## src/rtl/layer_1_pkg.sv

```systemverilog
// layer_1_pkg: shared widths, threshold/leak defaults and saturating add for the spiking layer.
package layer_1_pkg;
  localparam int W = 8;
  localparam int ACC_W = 16;
  localparam int THRESH = 128;
  localparam int LEAK_SHIFT = 3;
  localparam int FRAC_BITS = 7;
  function automatic int sat_add(input int a, input int b, input int width);
    longint s, hi, lo;
    hi = (longint'(1) << (width - 1)) - 1;
    lo = -(longint'(1) << (width - 1));
    s = longint'(a) + longint'(b);
    return int'(s > hi ? hi : s < lo ? lo : s);
  endfunction
endpackage

```

## src/rtl/layer_1_lif_neuron.sv

```systemverilog
// lif_neuron: one integrate-and-fire neuron with saturating membrane; leak enabled by LAYER_1_LEAK_EN.
module lif_neuron
  import layer_1_pkg::sat_add;
#(
  parameter int N_IN = 5,
  parameter int W = layer_1_pkg::W,
  parameter int ACC_W = layer_1_pkg::ACC_W,
  parameter int THRESH = layer_1_pkg::THRESH,
  parameter int LEAK_SHIFT = layer_1_pkg::LEAK_SHIFT
) (
  input  logic              clk,
  input  logic              reset,
  input  logic              pulse,
  input  logic [N_IN-1:0]   pixel,
  input  logic [W*N_IN-1:0] weights,
  input  logic [W-1:0]      bias,
  output logic              spike
);
  localparam int IW = W + $clog2(N_IN + 1);
  localparam logic signed [ACC_W-1:0] TH = ACC_W'(THRESH);
  logic signed [IW-1:0] cur;
  logic signed [ACC_W-1:0] v, v_base, v_next;
  logic fire;
  always_comb begin
    cur = IW'($signed(bias));
    for (int i = 0; i < N_IN; i++)
      cur = pixel[i] ? cur + IW'($signed(weights[W*i +: W])) : cur;
  end
`ifdef LAYER_1_LEAK_EN
  assign v_base = v - (v >>> LEAK_SHIFT);
`else
  assign v_base = v;
`endif
  assign v_next = ACC_W'(sat_add(int'(v_base), int'(cur), ACC_W));
  assign fire = v_next >= TH;
  always_ff @(posedge clk) begin
    if (!reset) begin
      v <= '0;
      spike <= 1'b0;
    end else if (pulse) begin
      v <= fire ? '0 : v_next;
      spike <= fire;
    end else begin
      spike <= 1'b0;
    end
  end
endmodule

```

## src/rtl/layer_1.sv

```systemverilog
// layer_1: fully connected first SNN layer of N_OUT LIF neurons; optional leak via LAYER_1_LEAK_EN.
module layer_1 #(
  parameter int N_IN = 5,
  parameter int N_OUT = 2,
  parameter int W = layer_1_pkg::W,
  parameter int ACC_W = layer_1_pkg::ACC_W,
  parameter int THRESH = layer_1_pkg::THRESH,
  parameter int LEAK_SHIFT = layer_1_pkg::LEAK_SHIFT
) (
  input  logic                    clk,
  input  logic                    reset,
  input  logic                    pulse,
  input  logic [N_IN-1:0]         L_1_pexel,
  input  logic [W*N_IN*N_OUT-1:0] L_1_weights,
  input  logic [W*N_OUT-1:0]      L_1_bias,
  output logic [N_OUT-1:0]        spike
);
  for (genvar n = 0; n < N_OUT; n++) begin : g_n
    lif_neuron #(
      .N_IN(N_IN), .W(W), .ACC_W(ACC_W), .THRESH(THRESH), .LEAK_SHIFT(LEAK_SHIFT)
    ) u_neuron (
      .clk(clk),
      .reset(reset),
      .pulse(pulse),
      .pixel(L_1_pexel),
      .weights(L_1_weights[W*N_IN*n +: W*N_IN]),
      .bias(L_1_bias[W*n +: W]),
      .spike(spike[n])
    );
  end
endmodule

```

## config.mk

```make
export PLATFORM = sky130hd
export DESIGN_NAME = layer_1
export DESIGN_NICKNAME = d
export VERILOG_FILES = /design/src/rtl/layer_1_pkg.sv /design/src/rtl/layer_1_lif_neuron.sv /design/src/rtl/layer_1.sv
export SDC_FILE = /design/constraint.sdc
export NUM_CORES = 1
export LEC_CHECK = 0
export ABC_AREA = 1
export CAP_MARGIN = 20
export CELL_PAD_IN_SITES_DETAIL_PLACEMENT = 0
export CELL_PAD_IN_SITES_GLOBAL_PLACEMENT = 1
export CORE_MARGIN = 2
export CORE_UTILIZATION = 40
export DETAILED_ROUTE_END_ITERATION = 12
export PLACE_DENSITY = 0.95
export SYNTH_ARGS = -nofsm -noshare
export SYNTH_HDL_FRONTEND = slang
export SYNTH_SLANG_ARGS = --single-unit
```

## constraint.sdc

```tcl
create_clock -name clk -period 10.59 [get_ports clk]
set_clock_uncertainty 0.1 [all_clocks]
set_input_delay 2.118 -clock clk [delete_from_list [all_inputs] [get_ports clk]]
set_output_delay 2.118 -clock clk [all_outputs]
set_load 0.02 [all_outputs]
```

; Word level (Yosys, flattened, before mapping)
; Cells that the tools add are included.
[totals]
mem_bits_rw = 0
mem_count = 0
mem_bits_ro = 0
latchBits = 0
register_bits = 34
[classes]
n_reduce_logical = 1
n_div = 0
bitwise = 0
n_shift = 0
muxes = 16
n_mul = 0
n_eq_ne = 0
add_sub_neg = 12
n_lt_le_gt_ge = 6
[op_table]
columns = op, n
row1 = $mux 11, 10
row2 = $mux 16, 6
row3 = $add 11x8->11, 8
row4 = $add 16x11->17, 2
row5 = $gt 17x16->1 const B, 2
row6 = $lt 17x16->1 const B, 2
row7 = $ge 16x9->1 const B, 2
row8 = $add 8x8->9, 2
row9 = $reduce_and 2->1, 1

; Logic depth before layout (Yosys ltp)
[logic_depth]
word_depth = 16
depth_mapped = 65
mapped_depth_nobuf = 63

; Modules after synthesis
; Synthesis repeated with hierarchy kept, for this count alone.
[hier_totals]
cells_unflattened = 1536
area_unflattened_um2 = 9037.4
[by_module_without_submodules]
columns = module, instances, cells_each, area_per_inst_um2
row1 = lif_neuron (g_n[1].u_neuron), 1, 785, 4594.4
row2 = lif_neuron (g_n[0].u_neuron), 1, 751, 4443.0

; Worst setup path after synthesis
; OpenSTA, ideal clock, no wires.
[synth_path]
kind = input-to-reg
startpoint = in L_1_weights[0]
endpoint = reg g_n[0].u_neuron.v[14]
setup_slack_ns = 0.838
arrival_ns = 9.594
n_path_buf = 2
stages = 56
path_cell_list = ha_1 > inv_1 > fa_1 > o21ai_1 > inv_1 > fa_1 > o21ai_0 > xnor2_1 > o21ai_0 > ha_1 > nand2_1 > nor3_1 > a21oi_1 > or2_2 > nand3_1 > nand2_1 > ha_1 > a21oi_1 > [20 not listed] > ha_1 > nand2_1 > inv_2 > nand2_1 > nand2_1 > a21oi_1 > nand3_1 > nand2_2 > nand2_2 > buf_6 > nand2_2 > nand2_1 > nor2_1 > nand3_2 > nand2_4 > buf_6 > nand3_1 > nand2_1
[synth_between]
elab_chain_len = 16
[synth_lines]
columns = item, line_no
row1 = from (decl), layer_1.sv:14  ; input logic [W*N_IN*N_OUT-1:0] L_1_weights,
row2 = $add 8x8->9 (*), layer_1_lif_neuron.sv:27  ; cur = pixel[i] ? cur + IW'($signed(weights[W*i +: W])) : cur;
row3 = $mux 11 (*), layer_1_lif_neuron.sv:27
row4 = $add 11x8->11, layer_1_lif_neuron.sv:27
row5 = $mux 11 (*), layer_1_lif_neuron.sv:27
row6 = $add 11x8->11, layer_1_lif_neuron.sv:27
row7 = $mux 11 (*), layer_1_lif_neuron.sv:27
row8 = $add 11x8->11, layer_1_lif_neuron.sv:27
row9 = $mux 11 (*), layer_1_lif_neuron.sv:27
row10 = $add 11x8->11, layer_1_lif_neuron.sv:27
row11 = $mux 11 (*), layer_1_lif_neuron.sv:27
row12 = $add 16x11->17 (*), layer_1_pkg.sv:12  ; s = longint'(a) + longint'(b);
row13 = $lt 17x16->1, layer_1_pkg.sv:13  ; return int'(s > hi ? hi : s < lo ? lo : s);
row14 = $mux 16, layer_1_pkg.sv:13
row15 = $mux 16 (*), layer_1_pkg.sv:13
row16 = $ge 16x9->1, layer_1_lif_neuron.sv:35  ; assign fire = v_next >= TH;
row17 = $mux 16 (*), layer_1_lif_neuron.sv:41  ; v <= fire ? '0 : v_next;
row18 = to (signal assigned), layer_1_lif_neuron.sv:41
row19 = to (decl), layer_1_lif_neuron.sv:22  ; logic signed [ACC_W-1:0] v, v_base, v_next;
; Every way passes the cells marked *; elsewhere a longest branch is shown, timed or not.
; A chain may end at the register's enable or synchronous reset.

; Worst setup path in the final report
[layout_path]
startpoint = in L_1_weights[0]
endpoint = reg g_n[0].u_neuron.v[5]
; The elaborated chain is that of the path after synthesis.

==> out/metrics.yaml <==
place:
  numPortBuffers: 105
  routabilityCongestion: 0.923
  dp_hpwl_um: 20300
  place_area_mm2: 0.0108
setup_path:
  cp_max_fo: 8
  startpoint_type: "input pin"
  crit_type: "in -> reg"
  cp-end-kind: "register"
  path_common_cell: "nand2_2"
  reg2reg_from: "g_n[1].u_neuron.v[0]$_SDFFE_PN0P_"
  r2r_slack_ns: 7.75
  reg2regPathDepth: 20
  r2r-end: "g_n[1].u_neuron.v[6]$_SDFFE_PN0P_"
  required_ns: 10.71
  max_stage_delay_ns: 0.46
  crit_arrival_ns: 10.28
  cpMaxStageDelayCell: "clkdlybuf4s50_1"
power_and_ir_drop:
  combPwrFrac_pct: 87.4
  netSwitchingPower_mw: 1.64
  pwr-share-clk_pct: 5.4
  swShare_pct: 51.4
  p_seq_share_pct: 7.3
  ir_drop_uv: 162
  power.internal_mw: 1.55
  cellPowerDensity_mw_per_mm2: 267
  power_leakage_nw: 6.22
hold_path:
  hp-start: "g_n[1].u_neuron.v[3]$_SDFFE_PN0P_"
  hold-path-endpoint: "g_n[1].u_neuron.v[3]$_SDFFE_PN0P_"
  hold_path_class: "reg -> reg"
  min_path_cells: 2
detailed_routing:
  routedWlPerCell_um: 12.7
  drtPass1Iterations: 7
  post-route-drc-count: 0
  drt_iter0_markers: 507
  vias: 10069
  drt_wl_total_um: 25200
  viasPerCell: 5.06
  antenna_left: 0
die:
  fp.coreArea_mm2: 0.0212
  ios: 106
  die_w_um: 151
  rows: 53
  die_y_um: 151
  die-area_mm2: 0.0229
  start_util_pct: 41.0
run:
  max_cap_violations: 0
sta:
  hold_viol_final: 0
  period_needed_ns: 10.16
  tightest_slew_ns: 0.975
  setup_viol_count_final: 0
  min_period_over_period_pct: 95.9
  fmax_ghz: 0.0985
  tns_ns: 0
  drv_slew: 0
  max_slew_margin_pct: 34.9
cts:
  cts-htree-levels: 2
  cts.sinks: 34
  ctsLongestPathBuffers: 2
  cts_buffers: 5
  cts_tree: "done"
  clock-root-buffer: "clkbuf_16"
  hold_buffers: 0
  clk_latency_ns: 0.28
  cts.reportedPaths.clkPinSlew_ns: 0.06
synthesis:
  syn_avg_cell_area_um2: 5.78
  ys_warn_count: 0
  synth-seq-cells: 34
  synth_cells: 1501
  synth-async-reset-ratio_pct: 0
  yosysSeqAreaShare_pct: 7.85
  syn-num-nets: 1749
  synth_cell_types: 42
  synth_area_mm2: 0.00867
  synth-edff-count: 0
  ys.flop_type: "dfxtp_1"
cells_and_area:
  regArea_um2: 681
  nets: 1964
  n_antenna_cell: 0
  nFillCells: 1997
  area_growth_pct: 37.6
  drive_above_1_share_pct: 19.0
  multi_input_area_mm2: 0.00789
  postLayoutCellArea_mm2: 0.0119
global_route:
  overflow: 0
  grt_start_max_net_pins: 32
  grt_pass1_wl_um: 40300
  antenna_found_initial: 1
  track_usage_pct: 21.1
  grt_pass1_vias: 9395
status:
  status: "finished, final reports clean"
## stage by stage
| step | power, mW | instances | util, % | worst slack (ns) | hold WS (ns) |
|---|---|---|---|---|---|
| 4_1_cts | 2.80 | 1976 | 52.3 | 0.000552 | 0.362 |
| 3_3_place_gp | 2.51 | 1968 | 51.1 | -0.338 | 0.343 |
| 6_report | 3.19 | 1991 | 56.4 | 0.434 | 0.358 |
| 5_1_grt | 3.51 | 1991 | 56.4 | -0.126 | 0.388 |
| 2_1_floorplan | 1.78 | 1501 | - | 0.838 | 0.332 |
| 3_5_place_dp | 2.55 | 1968 | 51.1 | -0.508 | 0.347 |
## synth_stat cells (2+ instances only)
master     count  share of area (%)
a21o_1         4               0.35
a21oi_1      117                6.8
a21oi_2        2               0.20
a22oi_1        2               0.17
a31oi_1        9               0.65
and2_1        12               0.87
buf_1          5               0.22
buf_2          3               0.17
buf_4          2               0.17
buf_6          3               0.39
clkbuf_1      15               0.65
clkinv_1       2              0.087
dfxtp_1       34                7.9
fa_1          12                2.8
ha_1         132                 19
inv_1        198                8.6
inv_2          7               0.30
nand2_1      512                 22
nand2_2       11               0.79
nand2_4        2               0.26
nand3_1      120                6.9
nand3b_1       6               0.52
nand4_1       14                1.0
nor2_1        60                2.6
nor3_1        24                1.4
o2111ai_1      2               0.20
o211ai_1       4               0.35
o21a_1         8               0.69
o21ai_0       74                4.3
o21ai_1        6               0.35
o21bai_1       7               0.61
o31ai_1        6               0.52
or2_2         17                1.2
xnor2_1       24                2.4
xor2_1        38                3.8
## cell type report
type	instances	share of cell area, %
Multi-Input combinational cell	1232	66.1
Timing Repair Buffer	236	17.3
Inverter	207	6.56
Sequential cell	34	5.71
Tap cell	275	2.89
Clock buffer	6	1.16
Clock inverter	1	0.252
## registers in the layout, indices dropped and copies added (netlist names)
name,cells
g_n.u_neuron.v,32
g_n.u_neuron.spike,2
## worst max-delay path by stage
stage                              start                                 end  slack (ns)
final                     L_1_weights[0]   g_n[0].u_neuron.v[5]$_SDFFE_PN0P_        0.43
after floorplan           L_1_weights[0]  g_n[0].u_neuron.v[14]$_SDFFE_PN0P_        0.84
after CTS                    L_1_bias[0]  g_n[0].u_neuron.v[14]$_SDFFE_PN0P_      0.0006
after global placement       L_1_bias[0]   g_n[0].u_neuron.v[4]$_SDFFE_PN0P_       -0.34
after global routing      L_1_weights[0]   g_n[0].u_neuron.v[5]$_SDFFE_PN0P_       -0.13
after detailed placement     L_1_bias[0]  g_n[0].u_neuron.v[14]$_SDFFE_PN0P_       -0.51
## kinds of logic (layout without fill, tap and decap cells)
group,after synthesis,after routing,share of synthesized area (%)
AO/OA/AOI/OAI,244,244,15.4
XOR/XNOR,62,62,6.26
adder cells (fa/ha/maj),144,144,21.8
buffers and inverters,236,450,10.6
flip-flops,34,34,7.85
AND/OR/NAND/NOR,781,782,38.1
## cell usage in the layout, fill, tap and decap left out, drive strengths merged, types with 2 or more instances in the layout
cell type / netlist / routed
o31ai: 6 / 6
clkdlybuf4s50: 0 / 101
nand3b: 6 / 6
o2111ai: 2 / 2
o21ai: 80 / 80
a21o: 4 / 4
nand4: 14 / 14
fa: 12 / 12
buf: 13 / 131
ha: 132 / 132
xnor2: 24 / 24
o21bai: 7 / 7
or2: 17 / 17
nor2: 60 / 60
a31oi: 9 / 9
dfxtp: 34 / 34
o21a: 8 / 8
a21oi: 119 / 119
inv: 205 / 204
xor2: 38 / 38
clkinv: 2 / 3
a22oi: 2 / 2
nand2: 525 / 526
nand3: 121 / 121
o211ai: 4 / 4
clkbuf: 16 / 6
and2: 12 / 12
dlymetal6s2s: 0 / 4
nor3: 25 / 25
## power groups by stage
stage | clock [mW] | sequential, mW | combinational, mW
final | 0.171 | 0.232 | 2.79
after global routing | 0.178 | 0.238 | 3.10
after CTS | 0.173 | 0.224 | 2.40
after detailed placement | 0 | 0.223 | 2.33
after global placement | 0 | 0.222 | 2.29
after floorplan | 0 | 0.208 | 1.58
## repair_timing
action,4_1_cts,5_1_grt
gates resized for setup,15,177
pin swaps,1,86
gates cloned,1,0
setup endpoints to repair,16,34
setup buffers,0,15
## per-layer routing
| layer | wire length (um) | track usage (%) | vias to the layer above |
|---|---|---|---|
| met4 | 311 | 3.64 | 0 |
| met2 | 12800 | 40.6 | 217 |
| met3 | 1260 | 3.34 | 23 |
| li1 | - | - | 5338 |
| met5 | 0 | 0 | - |
| met1 | 10900 | 24.5 | 4491 |
## critical path: cells and delay by family
kind | cells | cell delay, ns
AND/OR/NAND/NOR | 34 | 3.50
adder cells (fa/ha/maj) | 7 | 2.12
AO/OA/AOI/OAI | 7 | 1.06
XOR/XNOR | 4 | 0.53
buffers and inverters | 6 | 0.96
No activity file was read; power rests on OpenSTA's default activity.
